==> src/rtl/uart_frame_rx_pkg.sv <==
// Shared constants for the framed UART receiver: frame delimiters, size
// limits and the receiver FSM state encoding.
package uart_frame_rx_pkg;

    localparam logic [7:0] FRAME_HDR = 8'h55;
    localparam logic [7:0] FRAME_CR  = 8'h0D;
    localparam logic [7:0] FRAME_LF  = 8'h0A;

    localparam int MIN_FRAME_BYTES        = 4;
    localparam int DEFAULT_MAX_BYTES      = 11;
    localparam int DEFAULT_TIMEOUT_CYCLES = 100000;

    // Receiver FSM states
    typedef logic [1:0] state_t;
    localparam state_t ST_IDLE    = 2'd0;  // hunting for the header byte
    localparam state_t ST_COLLECT = 2'd1;  // accumulating frame bytes
    localparam state_t ST_HOLD    = 2'd2;  // complete frame presented to consumer

endpackage

==> src/rtl/uart_frame_timer.sv <==
// Inter-byte idle timer. Counts enabled cycles since the last restart and
// flags expiry on the TIMEOUT_CYCLES-th consecutive idle cycle.
module uart_frame_timer #(
    parameter int TIMEOUT_CYCLES = 100000
) (
    input  logic clk,
    input  logic rst,
    input  logic enable,
    input  logic restart,
    output logic expired
);

    localparam int TW = $clog2(TIMEOUT_CYCLES + 1);
    localparam logic [TW-1:0] LAST = TW'(TIMEOUT_CYCLES - 1);

    logic [TW-1:0] cnt_q;
    logic [TW-1:0] cnt_d;

    // Next count: restart wins, otherwise advance while enabled and not saturated
    always_comb begin
        cnt_d = cnt_q;
        if (restart) begin
            cnt_d = '0;
        end else if (enable && (cnt_q != LAST)) begin
            cnt_d = cnt_q + {{(TW-1){1'b0}}, 1'b1};
        end else begin
            cnt_d = cnt_q;
        end
    end

    // A byte arriving in the same cycle masks expiry
    assign expired = enable && !restart && (cnt_q == LAST);

    // Counter register
    always_ff @(posedge clk or posedge rst) begin
        if (rst) begin
            cnt_q <= '0;
        end else begin
            cnt_q <= cnt_d;
        end
    end

endmodule

==> src/rtl/uart_frame_rx.sv <==
// Framed UART receiver: hunts for a 0x55 header, collects bytes until a
// CR LF terminator (minimum 4 bytes), presents the frame left-aligned and
// holds it until the consumer acknowledges. Oversize and idle-timeout
// frames are discarded with a frame_err pulse. receive_data_bytes is 4 bits
// wide, so MAX_BYTES must stay at or below 15.
module uart_frame_rx
    import uart_frame_rx_pkg::*;
#(
    parameter int MAX_BYTES      = DEFAULT_MAX_BYTES,
    parameter int TIMEOUT_CYCLES = DEFAULT_TIMEOUT_CYCLES
) (
    input  logic                   clk,
    input  logic                   rst,
    input  logic [7:0]             rx_byte,
    input  logic                   rx_valid,
    output logic [MAX_BYTES*8-1:0] receive_data,
    output logic [3:0]             receive_data_bytes,
    output logic                   RX_interrupt,
    input  logic                   RX_interrupt_clear,
    output logic                   frame_err,
    output logic                   overrun
);

    localparam int DW = MAX_BYTES * 8;

    state_t          state_q, state_d;
    logic [3:0]      count_q, count_d;
    logic [7:0]      prev_q, prev_d;
    logic [DW-1:0]   buf_q, buf_d;
    logic [DW-1:0]   data_q, data_d;
    logic [3:0]      bytes_q, bytes_d;
    logic            irq_q, irq_d;
    logic            ferr_q, ferr_d;
    logic            ovr_q, ovr_d;

    logic [3:0]      count_inc_s;
    logic [DW-1:0]   buf_wr_s;
    logic            term_s;
    logic            timer_en_s;
    logic            timer_restart_s;
    logic            timer_expired_s;

    assign count_inc_s     = count_q + 4'd1;
    assign term_s          = (rx_byte == FRAME_LF) && (prev_q == FRAME_CR) &&
                             (count_inc_s >= 4'(MIN_FRAME_BYTES));
    assign timer_en_s      = (state_q == ST_COLLECT);
    assign timer_restart_s = rx_valid || (state_q != ST_COLLECT);

    uart_frame_timer #(
        .TIMEOUT_CYCLES(TIMEOUT_CYCLES)
    ) u_timer (
        .clk     (clk),
        .rst     (rst),
        .enable  (timer_en_s),
        .restart (timer_restart_s),
        .expired (timer_expired_s)
    );

    // Assembly buffer with the incoming byte placed at slot count_q (byte 0 = MSB)
    always_comb begin
        buf_wr_s = buf_q;
        for (int k = 0; k < MAX_BYTES; k++) begin
            if (count_q == 4'(k)) begin
                buf_wr_s[DW-1-8*k -: 8] = rx_byte;
            end else begin
                buf_wr_s[DW-1-8*k -: 8] = buf_q[DW-1-8*k -: 8];
            end
        end
    end

    // Frame FSM: header hunt, accumulation, termination/discard and hand-off
    always_comb begin
        state_d = state_q;
        count_d = count_q;
        prev_d  = prev_q;
        buf_d   = buf_q;
        data_d  = data_q;
        bytes_d = bytes_q;
        irq_d   = irq_q;
        ferr_d  = 1'b0;
        // Acknowledge always clears the sticky overrun; a HOLD drop re-sets it below
        if (RX_interrupt_clear) begin
            ovr_d = 1'b0;
        end else begin
            ovr_d = ovr_q;
        end

        case (state_q)
            ST_IDLE: begin
                if (rx_valid && (rx_byte == FRAME_HDR)) begin
                    state_d = ST_COLLECT;
                    buf_d   = {FRAME_HDR, {(DW-8){1'b0}}};
                    count_d = 4'd1;
                    prev_d  = FRAME_HDR;
                end else begin
                    state_d = ST_IDLE;
                end
            end

            ST_COLLECT: begin
                if (rx_valid) begin
                    if (term_s) begin
                        state_d = ST_HOLD;
                        data_d  = buf_wr_s;
                        bytes_d = count_inc_s;
                        irq_d   = 1'b1;
                        count_d = 4'd0;
                    end else if (count_inc_s == 4'(MAX_BYTES)) begin
                        state_d = ST_IDLE;
                        ferr_d  = 1'b1;
                        count_d = 4'd0;
                    end else begin
                        buf_d   = buf_wr_s;
                        count_d = count_inc_s;
                        prev_d  = rx_byte;
                    end
                end else if (timer_expired_s) begin
                    state_d = ST_IDLE;
                    ferr_d  = 1'b1;
                    count_d = 4'd0;
                end else begin
                    state_d = ST_COLLECT;
                end
            end

            ST_HOLD: begin
                if (RX_interrupt_clear) begin
                    irq_d = 1'b0;
                    // A byte arriving with the acknowledge is judged as in IDLE
                    if (rx_valid && (rx_byte == FRAME_HDR)) begin
                        state_d = ST_COLLECT;
                        buf_d   = {FRAME_HDR, {(DW-8){1'b0}}};
                        count_d = 4'd1;
                        prev_d  = FRAME_HDR;
                    end else begin
                        state_d = ST_IDLE;
                    end
                end else if (rx_valid) begin
                    ovr_d = 1'b1;
                end else begin
                    state_d = ST_HOLD;
                end
            end

            default: begin
                state_d = ST_IDLE;
                count_d = 4'd0;
            end
        endcase
    end

    // State and output registers
    always_ff @(posedge clk or posedge rst) begin
        if (rst) begin
            state_q <= ST_IDLE;
            count_q <= 4'd0;
            prev_q  <= 8'h00;
            buf_q   <= '0;
            data_q  <= '0;
            bytes_q <= 4'd0;
            irq_q   <= 1'b0;
            ferr_q  <= 1'b0;
            ovr_q   <= 1'b0;
        end else begin
            state_q <= state_d;
            count_q <= count_d;
            prev_q  <= prev_d;
            buf_q   <= buf_d;
            data_q  <= data_d;
            bytes_q <= bytes_d;
            irq_q   <= irq_d;
            ferr_q  <= ferr_d;
            ovr_q   <= ovr_d;
        end
    end

    assign receive_data       = data_q;
    assign receive_data_bytes = bytes_q;
    assign RX_interrupt       = irq_q;
    assign frame_err          = ferr_q;
    assign overrun            = ovr_q;

endmodule

==> config.mk <==
export PLATFORM = sky130hd
export DESIGN_NAME = uart_frame_rx
export DESIGN_NICKNAME = d
export VERILOG_FILES = /design/src/rtl/uart_frame_rx_pkg.sv /design/src/rtl/uart_frame_timer.sv /design/src/rtl/uart_frame_rx.sv
export SDC_FILE = /design/constraint.sdc
export NUM_CORES = 1
export LEC_CHECK = 0
export BUFFER_PORTS_ARGS = -buffer_cell sky130_fd_sc_hd__clkbuf_2
export CORE_ASPECT_RATIO = 1.75
export CORE_MARGIN = 2
export CORE_UTILIZATION = 30
export DETAILED_ROUTE_END_ITERATION = 6
export GPL_TIMING_DRIVEN = 1
export PLACE_DENSITY_LB_ADDON = 0.05
export SYNTH_ARGS = -nofsm -noshare
export SYNTH_HDL_FRONTEND = slang
export SYNTH_SLANG_ARGS = --single-unit
==> constraint.sdc <==
create_clock -name clk -period 11.4 [get_ports clk]
set_input_delay 1.71 -clock clk [delete_from_list [all_inputs] [get_ports clk]]
set_output_delay 1.71 -clock clk [all_outputs]
set_load 0.01 [all_outputs]
==> impl_metrics.env <==
export IMPL_regArea_sq_um=5360
export IMPL_max_slew_margin=0.258
export IMPL_arrival_ps=4660
export IMPL_die_h_microns=237
export IMPL_p_leak_nw=5.23
export IMPL_critical_path_class="primary input to flip-flop"
export IMPL_dpl_worst_slack_ps=6580
export IMPL_syn_cell_area_sq_um=9300
export IMPL_synth_edf_count=0
export IMPL_cap_violations=0
export IMPL_multi_input_area_sq_um=3690
export IMPL_dpl_cell_area_sq_um=10100
export IMPL_layout_common_cells="214 x dfrtp_1, 120 x nand2_1, 106 x clkbuf_2"
export IMPL_peakVddDrop_mv=0.0832
export IMPL_finalCritPeriodShare=0.379
export IMPL_finalHoldViolCount=0
export IMPL_dpl_cell_count=1278
export IMPL_syn_nets=851
export IMPL_setup_slack_ps=7080
export IMPL_finalSetupViolCount=0
export IMPL_yosysUniqueCellTypes=47
export IMPL_portBuffers=106
export IMPL_finalNonFillerCells=1318
export IMPL_grt_pass1_wl_microns=42000
export IMPL_antenna_cells=0
export IMPL_syn_area_per_cell_sq_um=11.1
export IMPL_globalplace_congestion=0.769
export IMPL_drive_gt1_frac=0.168
export IMPL_yosysWarningCount=0
export IMPL_cts_sinks=214
export IMPL_cts_buffers=22
export IMPL_die_area_sq_um=32500
export IMPL_routed_via_count=6581
export IMPL_post_cts_resized=0
export IMPL_ys_ff_latch=214
export IMPL_hold_class="flip-flop to flip-flop"
export IMPL_crit_fanout=103
export IMPL_core_area_sq_um=30600
export IMPL_rsz0062_at_grt="false"
export IMPL_n_fill_cell=3170
export IMPL_reg2reg_from="count_q[0]$_DFFE_PP0P_"
export IMPL_clk_latency_ps=520
export IMPL_cts_tree="yes"
export IMPL_whs_endpoint="receive_data[51]$_DFFE_PP0P_"
export IMPL_cp_required_ps=11740
export IMPL_ys_seq_area_frac=0.576
export IMPL_grt_start_max_net_pins=104
export IMPL_start_util=0.304
export IMPL_postRouteAntennaNets=0
export IMPL_grt_util_all_layers=0.168
export IMPL_io_pins=107
export IMPL_regToRegEndpoint="receive_data[24]$_DFFE_PP0P_"
export IMPL_viasPerCell=4.99
export IMPL_netlist_instances=834
export IMPL_fmax_mhz=232
export IMPL_cts_clk_slew_worst_paths_ps=60
export IMPL_cellPowerDensity_nw_per_um2=176
export IMPL_crit_path_end_kind="flip-flop"
export IMPL_num_nets_final=928
export IMPL_fin_crit_ps=4320
export IMPL_syn_to_final_growth_pct=16.9
export IMPL_first_pass_iters=4
export IMPL_clock_root_buffer="clkbuf_16"
export IMPL_cts_max_level=1
export IMPL_r2r_slack_ps=7810
export IMPL_finalMaxSlewViolations=0
export IMPL_finish_instance_area_sq_um=10900
export IMPL_post_cts_buffers=0
export IMPL_holdBufCountCts=0
export IMPL_skew_ps=19.6
export IMPL_hold_start="receive_data[51]$_DFFE_PP0P_"
export IMPL_r2r_cells=7
export IMPL_first_iter_violations=378
export IMPL_grt_pass1_vias=6786
export IMPL_die_w_microns=137
export IMPL_cts_buffer_depth=3
export IMPL_final_common_cell="dfrtp_1"
export IMPL_async_flop_share=1.00
export IMPL_num_rows=85
export IMPL_start_kind="primary input"
export IMPL_ys_flop_type="dfrtp_1"
export IMPL_grt_overflow_total=0
export IMPL_holdPathStages=2
export IMPL_dp_hpwl_microns=17500
export IMPL_worst_slew_pin_slew_ps=1110
export IMPL_antenna_found_initial=0
export IMPL_total_power_mw=1.91
export IMPL_wirelength_microns=26900
export IMPL_run_status="completed"
export IMPL_avgRoutedWirePerCell_microns=20.4
export IMPL_tns_ps=0
export IMPL_route_detailed_drc=0
[power breakdown]
| group | switching [mW] | internal [mW] |
|---|---|---|
| sequential | 0.0400 | 0.811 |
| clock | 0.314 | 0.435 |
| combinational | 0.194 | 0.117 |
[metal layers]
metal	track usage	share of wire	up-vias	routed length, microns
li1	-	-	3155	-
met1	0.237	0.46	3265	12400
met2	0.272	0.49	129	13100
met3	0.0206	0.035	32	948
met4	0.0422	0.016	0	443
met5	0	0	-	0
[through the flow]
stage	utilization	hold WS, ps
2_1_floorplan	-	451
3_3_place_gp	0.331	461
3_5_place_dp	0.331	472
4_1_cts	0.355	487
5_1_grt	0.355	502
6_report	0.355	474
[cells in the mapped netlist (3+ instances only)]
cell | instances | area, sq um
dfrtp_1 | 214 | 5360
nand2_1 | 121 | 454
o21ai_0 | 101 | 505
mux2i_1 | 89 | 891
a22o_1 | 45 | 394
o2bb2ai_1 | 45 | 394
clkbuf_1 | 37 | 139
nor2_1 | 30 | 113
nand3_1 | 13 | 65.1
buf_2 | 12 | 60.1
nor3_1 | 9 | 45.0
a21oi_1 | 8 | 40.0
a31oi_1 | 8 | 50.1
o21ai_1 | 8 | 40.0
xor2_1 | 8 | 70.1
xnor2_1 | 7 | 61.3
buf_1 | 6 | 22.5
inv_1 | 6 | 22.5
nand4_1 | 6 | 37.5
ha_1 | 5 | 62.6
nand2b_1 | 5 | 31.3
nor2b_1 | 4 | 25.0
nor4bb_1 | 4 | 40.0
o22a_1 | 4 | 35.0
o32a_1 | 4 | 40.0
and2_1 | 3 | 18.8
and3_1 | 3 | 18.8
[cells by family after synthesis]
family | share of synthesized area
flip-flops | 0.576
XOR/XNOR | 0.0141
multiplexers | 0.0982
buffers and inverters | 0.0295
AO/OA/AOI/OAI | 0.171
AND/OR/NAND/NOR | 0.104
adder cells (fa/ha/maj) | 0.00673
[worst max path at each step]
| stage | start | to | cells past startpoint |
|---|---|---|---|
| 6_report | rx_byte[1] | receive_data[24]$_DFFE_PP0P_ | 9 |
| 5_1_grt | rx_byte[1] | receive_data[24]$_DFFE_PP0P_ | 9 |
| 4_1_cts | rx_byte[1] | receive_data[24]$_DFFE_PP0P_ | 9 |
| 3_5_place_dp | rx_byte[1] | receive_data[64]$_DFFE_PP0P_ | 9 |
| 3_3_place_gp | rx_byte[1] | receive_data[52]$_DFFE_PP0P_ | 9 |
| 2_1_floorplan | rst | RX_interrupt$_DFFE_PP0P_ | 1 |
[final cells by class]
cell class / count / share of cell area
inverters: 6 / 0.00276
flip-flops and latches: 214 / 0.493
well taps: 391 / 0.0450
repair buffers: 111 / 0.0523
clock inverters: 9 / 0.00910
multi-input cells: 556 / 0.339
clock buffers: 31 / 0.0585
[flip-flops by register name, summed over array words and instances, names as in the netlist]
name,count
u_timer.cnt_q,17
buf_q,88
state_q,2
RX_interrupt,1
overrun,1
receive_data_bytes,4
frame_err,1
count_q,4
prev_q,8
receive_data,88
[worst max-delay path, cell delays in order]
cell and delay (ps):
clkbuf_2 490, nor4bb_1 380, nand2_1 160, a2111oi_4 280, buf_4 280, nand2_4 400
buf_4 580, nand2_1 170, o21ai_0 100
Power figures use the tool's default switching activity.
